## src/rtl/camera_capture.sv

```systemverilog
// Camera capture: turns an 8-bit RGB565 DVP byte stream (vsync/href framing) into
// decimated framebuffer pixel writes, with frame accounting and malformed-line detection.
module camera_capture #(
    parameter int  p_src_width  = 640,
    parameter int  p_src_height = 480,
    parameter int  p_scaler     = 1,
    localparam int c_fb_width   = p_src_width >> p_scaler,
    localparam int c_fb_height  = p_src_height >> p_scaler,
    localparam int c_addrw      = $clog2(c_fb_width * c_fb_height)
) (
    input  logic               i_clk,
    input  logic               i_rst_n,
    input  logic               i_vsync,
    input  logic               i_href,
    input  logic [7:0]         i_data,
    input  logic               i_enable,
    output logic               o_wr_valid,
    output logic [c_addrw-1:0] o_wr_addr,
    output logic [15:0]        o_wr_data,
    output logic [9:0]         o_row,
    output logic [9:0]         o_col,
    output logic               o_frame_done,
    output logic               o_line_err,
    output logic [7:0]         o_frame_cnt
);
    // Two spare bits let x run past the line width so over-long lines stay detectable.
    localparam int              c_cw   = $clog2(p_src_width > p_src_height ? p_src_width : p_src_height) + 2;
    localparam logic [c_cw-1:0] c_w    = c_cw'(p_src_width);
    localparam logic [c_cw-1:0] c_h    = c_cw'(p_src_height);
    localparam logic [c_cw-1:0] c_one  = c_cw'(1);
    localparam logic [c_cw-1:0] c_mask = c_cw'((1 << p_scaler) - 1);

    typedef enum logic [1:0] {
        S_SYNC,
        S_BLANK,
        S_ACTIVE
    } state_t;

    state_t             state;
    logic               vsync_q;
    logic               href_q;
    logic               phase;
    logic [7:0]         pixel_hi;
    logic [c_cw-1:0]    x;
    logic [c_cw-1:0]    y;
    logic [c_addrw-1:0] addr_cnt;

    logic vsync_rise;
    logic vsync_fall;
    logic byte_lo;
    logic keep;

    always_comb begin
        vsync_rise = i_vsync & ~vsync_q;
        vsync_fall = ~i_vsync & vsync_q;
        byte_lo    = i_href & href_q & phase;
        keep       = ((x & c_mask) == '0) && ((y & c_mask) == '0) && (x < c_w) && (y < c_h);
    end

    always_ff @(posedge i_clk) begin
        // NOTE: reset is synchronous and clears every register, the pixel staging byte
        // included, so nothing from an aborted frame can leak into the next capture.
        if (!i_rst_n) begin
            state        <= S_SYNC;
            vsync_q      <= 1'b0;
            href_q       <= 1'b0;
            phase        <= 1'b0;
            pixel_hi     <= '0;
            x            <= '0;
            y            <= '0;
            addr_cnt     <= '0;
            o_wr_valid   <= 1'b0;
            o_wr_addr    <= '0;
            o_wr_data    <= '0;
            o_row        <= '0;
            o_col        <= '0;
            o_frame_done <= 1'b0;
            o_line_err   <= 1'b0;
            o_frame_cnt  <= '0;
        end else begin
            vsync_q      <= i_vsync;
            href_q       <= i_href;
            // NOTE: strobes default low and are raised further down; with non-blocking
            // assignment the later write wins, which yields clean one-cycle pulses.
            o_wr_valid   <= 1'b0;
            o_frame_done <= 1'b0;

            case (state)
                S_SYNC: begin
                    if (i_vsync) state <= S_BLANK;
                end

                S_BLANK: begin
                    if (vsync_fall) begin
                        if (i_enable) begin
                            state      <= S_ACTIVE;
                            x          <= '0;
                            y          <= '0;
                            phase      <= 1'b0;
                            addr_cnt   <= '0;
                            o_line_err <= 1'b0;
                        end else begin
                            state <= S_SYNC;
                        end
                    end
                end

                S_ACTIVE: begin
                    if (i_href) begin
                        if (byte_lo) begin
                            phase <= 1'b0;
                            if (x != '1) x <= x + c_one;
                            if (keep) begin
                                o_wr_valid <= 1'b1;
                                o_wr_data  <= {pixel_hi, i_data};
                                o_wr_addr  <= addr_cnt;
                                o_row      <= 10'(y >> p_scaler);
                                o_col      <= 10'(x >> p_scaler);
                                addr_cnt   <= addr_cnt + c_addrw'(1);
                            end
                        end else begin
                            pixel_hi <= i_data;
                            phase    <= 1'b1;
                        end
                    end else if (href_q) begin
                        x <= '0;
                        if (y != c_h) y <= y + c_one;
                        if (phase || (x != c_w) || (y >= c_h)) o_line_err <= 1'b1;
                    end

                    // A pixel completing on this same edge has already been issued above.
                    if (vsync_rise) begin
                        state        <= S_BLANK;
                        o_frame_done <= 1'b1;
                        o_frame_cnt  <= o_frame_cnt + 8'd1;
                    end
                end

                default: state <= S_SYNC;
            endcase
        end
    end

endmodule

```

## config.mk

```make
export PLATFORM = sky130hd
export DESIGN_NAME = camera_capture
export DESIGN_NICKNAME = d
export VERILOG_FILES = /design/src/rtl/camera_capture.sv
export SDC_FILE = /design/constraint.sdc
export NUM_CORES = 1
export LEC_CHECK = 0
export BUFFER_PORTS_ARGS = -buffer_cell sky130_fd_sc_hd__buf_2
export CAP_MARGIN = 20
export CORE_AREA = 2 2 101 151
export CTS_CLUSTER_DIAMETER = 100
export DETAILED_ROUTE_END_ITERATION = 7
export DIE_AREA = 0 0 103 153
export MAX_ROUTING_LAYER = met4
export REMOVE_ABC_BUFFERS = 1
export SETUP_SLACK_MARGIN = 0.1
export SLEW_MARGIN = 20
export SYNTH_ARGS = -nofsm -noshare
export SYNTH_HDL_FRONTEND = slang
export SYNTH_SLANG_ARGS = --single-unit
```

## constraint.sdc

```tcl
create_clock -name i_clk -period 4.98 [get_ports i_clk]
set_input_delay 0 -clock i_clk [delete_from_list [all_inputs] [get_ports i_clk]]
set_output_delay 0 -clock i_clk [all_outputs]
set_load 0.05 [all_outputs]
```

==> metrics.txt <==
M1 WL 4930 um; post_cts resized 0; Core Rows 54; part of the Yosys area used for sequential elements 47.8%; Worst Hold Launch i_enable; Worst Hold Depth 4; Layout Nets 685; total track usage 15.7%; simple-gate portion of the synthesized area 26.5%; Synth Area in Adders 1.52%; DR top layer met4; Netlist Area Pre-Place 4950 um2; DRT iter0 DRCs 225; top-count cell post-synth nand2_1; critical path arrival 2.97 ns; DRT Pass-1 Iters 4; core footprint 14500 um2; Synth top cells by count nand2_1 (130), dfxtp_1 (118), a21oi_1 (63), nor2_1 (58), clkbuf_1 (30); outcome complete, no violations; Mapped Cells 593; overall power 2.16 mW; detailed route wirelength on metal2 6060 um; XOR/XNOR Fraction of Synth Area 5.31%; CP max-delay cell or4_1; Setup Fix Bufs, Post-CTS 0; Clock Pin Slew Worst Setup and Hold Paths 0.05 ns; met3 routed WL 430 um; first-pass GRT wire length 19300 um; Max H-tree Level 4; Max stage delay on crit path 0.73 ns; largest net degree at the start of global routing 78; Die Y 153 um; Worst Tran Pin Value 1.01 ns; Max IR drop VDD 0.168 mV; sequential share of power 43.9%; Final period util 53.1%; critical path class reg2reg; CTS max path bufs 2; Net Sw Power 0.434 mW; r2r setup slk 2.33 ns; Die X 103 um; Layout Skew 0.00721 ns; Power Dens Cells 352 nW/um2; post-synthesis compound-gate area fraction 13.0%; sequential cell area 2360 um2; Hold Vio Cnt, Final 0; cell-internal power 1.73 mW; fin area 6150 um2; DR WL/cell 13.3 um; Crit. End Element flip-flop; I/O Buffers 76; Req. time, crit path 5.30 ns; Routed Wire Length 11600 um; Detailed Place HPWL 7740 um; RSZ-0062 raised after global routing no; Leakage 2.36 nW; vias in the first global route 4082; synthesis warning total 0; Critical path buffers and inverters 0; initial core utilization 34.2%; cell count of the worst reg-to-reg path 5; Ports 77; Post-DRT Antenna Nets 0; main combinational cell family by area after synthesis simple AND/OR/NAND/NOR gates; power share of the combinational group 2.1%; cts bufs inserted 17; Slew Limit Fails 0; worst r2r src state[0]$_SDFFE_PN0P_; CTS tree yes; DP Worst Slack 2.42 ns; minimum clock period 2.65 ns; Worst Hold Path EP state[1]$_SDFFE_PN0P_; reg-to-reg endpoint addr_cnt[16]$_SDFFE_PN0P_; Slew HR 32.9%; crit path cell chain and3b_1 -> a22oi_2 -> or4_1 -> or4_1 -> a21oi_1; Multi-input gate area 2400 um2; grt ovf 0; CP Launch Type flip-flop; EDFF count, synth 0; Finish-stage setup viols 0; clk sinks 118; Ant. Diodes 0; Mean Syn Cell Area 8.34 um2; Placed Area 5460 um2; Hold Crit Class in2reg; # Max-Cap Violations 0; Yosys top cell area share 47.8%; gpl congestion 0.872; Clock Latency Late Sink 0.40 ns; fmax 378 MHz; most area-hungry cell type in the Yosys netlist dfxtp_1; Top cell by count, worst path or4_1; CP Max Fanout 14; die area 15800 um2; Via Count 4295; Area Overhead vs Synth 24.3%; Core Util, Final 42.5%; share of layout cells above drive strength 1 17.9%; Post-synth top flop dfxtp_1; synthesized flop and latch total 118; mux share of post-synthesis cell area 2.23%; Synth cell types 53; power share of the clock group 54.0%; Post-synth ARST share 0%; Top delay family on crit path simple AND/OR/NAND/NOR gates; Layout fillers 1491; TNS Setup 0 ns; vias per cell 4.92; synth top area cells dfxtp_1 (48%), nand2_1 (9.9%), a21oi_1 (6.4%); CTS Root Cell clkbuf_16; Final WS setup 2.33 ns; switching portion of total power 20.1%; DRC 0; initial antenna violation count 0
cell usage in the layout (no fill, tap or decap), types with 2 or more instances in the layout:
master	n
a2111oi_0	3
a211oi_1	7
a21oi_1	63
a22oi_1	2
and2_1	2
and3_1	9
and3b_1	2
and4_1	3
buf_2	76
buf_4	3
bufinv_16	2
clkbuf_16	17
clkbuf_8	3
clkinv_2	6
clkinvlp_4	2
dfxtp_1	118
dlygate4sd3_1	12
ha_1	6
inv_1	10
mux2i_1	11
nand2_1	130
nand2b_1	3
nand3_1	20
nand4_1	13
nand4b_1	2
nor2_1	58
nor2b_1	2
nor3_1	7
nor4_1	4
nor4b_1	3
o211ai_1	5
o21ai_0	6
o31ai_1	2
or3_1	3
or4_1	8
xnor2_1	17
xor2_1	13
worst register-to-register path, delay by kind of cell (launching register included):
| family | cells | cell delay (ns) |
|---|---|---|
| AND/OR/NAND/NOR | 3 | 1.81 |
| flip-flops | 1 | 0.37 |
| AO/OA/AOI/OAI | 2 | 0.40 |
stage by stage:
step                      hold slack [ns]  instances
after floorplan                     0.122        556
after global placement              0.248        831
after detailed placement            0.257        831
after CTS                           0.211        873
after global routing                0.264        873
final                               0.228        873
state kept, by name (all words and copies together) (netlist names), 2 cells and up:
register     cells
addr_cnt        17
o_wr_addr       17
o_wr_data       16
x               12
y               12
o_col           10
o_row           10
o_frame_cnt      8
pixel_hi         8
state            2
cell type report:
class | instances | area share, %
well taps | 196 | 3.99
repair buffers | 91 | 8.51
inverters | 11 | 0.672
flip-flops and latches | 118 | 38.4
clock inverters | 10 | 1.71
clock buffers | 20 | 7.59
multi-input cells | 427 | 39.1
worst max-delay path by stage:
| stage | startpoint | endpoint | slack [ns] | cells after the start |
|---|---|---|---|---|
| 3_3_place_gp | state[0]$_SDFFE_PN0P_ | addr_cnt[16]$_SDFFE_PN0P_ | 2.46 | 5 |
| 5_1_grt | state[0]$_SDFFE_PN0P_ | addr_cnt[16]$_SDFFE_PN0P_ | 2.19 | 5 |
| 4_1_cts | state[0]$_SDFFE_PN0P_ | addr_cnt[16]$_SDFFE_PN0P_ | 2.39 | 5 |
| 6_report | state[0]$_SDFFE_PN0P_ | addr_cnt[16]$_SDFFE_PN0P_ | 2.33 | 5 |
| 3_5_place_dp | state[0]$_SDFFE_PN0P_ | addr_cnt[16]$_SDFFE_PN0P_ | 2.42 | 5 |
| 2_1_floorplan | state[0]$_SDFFE_PN0P_ | o_col[0]$_SDFFE_PN0P_ | 1.23 | 5 |
what timing repair did:
| item | 4_1_cts | 5_1_grt |
|---|---|---|
| hold buffers | 12 | 0 |
| endpoints found under the hold margin | 24 | 0 |
| setup endpoints to repair | 0 | 0 |
metal layers:
layer / global-route usage, % / up-vias
met1: 17.6 / 2015
met5: - / -
li1: - / 2185
met4: 6.39 / 0
met2: 25.9 / 81
met3: 4.34 / 14
logic make-up (layout without fill, tap and decap cells):
kind of cell,after synthesis,in the layout
mux,11,11
flops,118,118
fa+ha+maj,6,6
xor+xnor,30,30
buf+inv,48,132
compound gates,101,101
simple gates,279,279
power groups by stage:
stage / Combinational [mW] / Sequential [mW] / Clock, mW
finish: 0.0447 / 0.950 / 1.17
detailed placement: 0.0383 / 0.969 / 0
global route: 0.0499 / 0.949 / 1.25
floorplan: 0.0210 / 0.970 / 0
CTS: 0.0456 / 0.949 / 1.20
global placement: 0.0373 / 0.969 / 0
No activity file was read; power rests on OpenSTA's default activity.
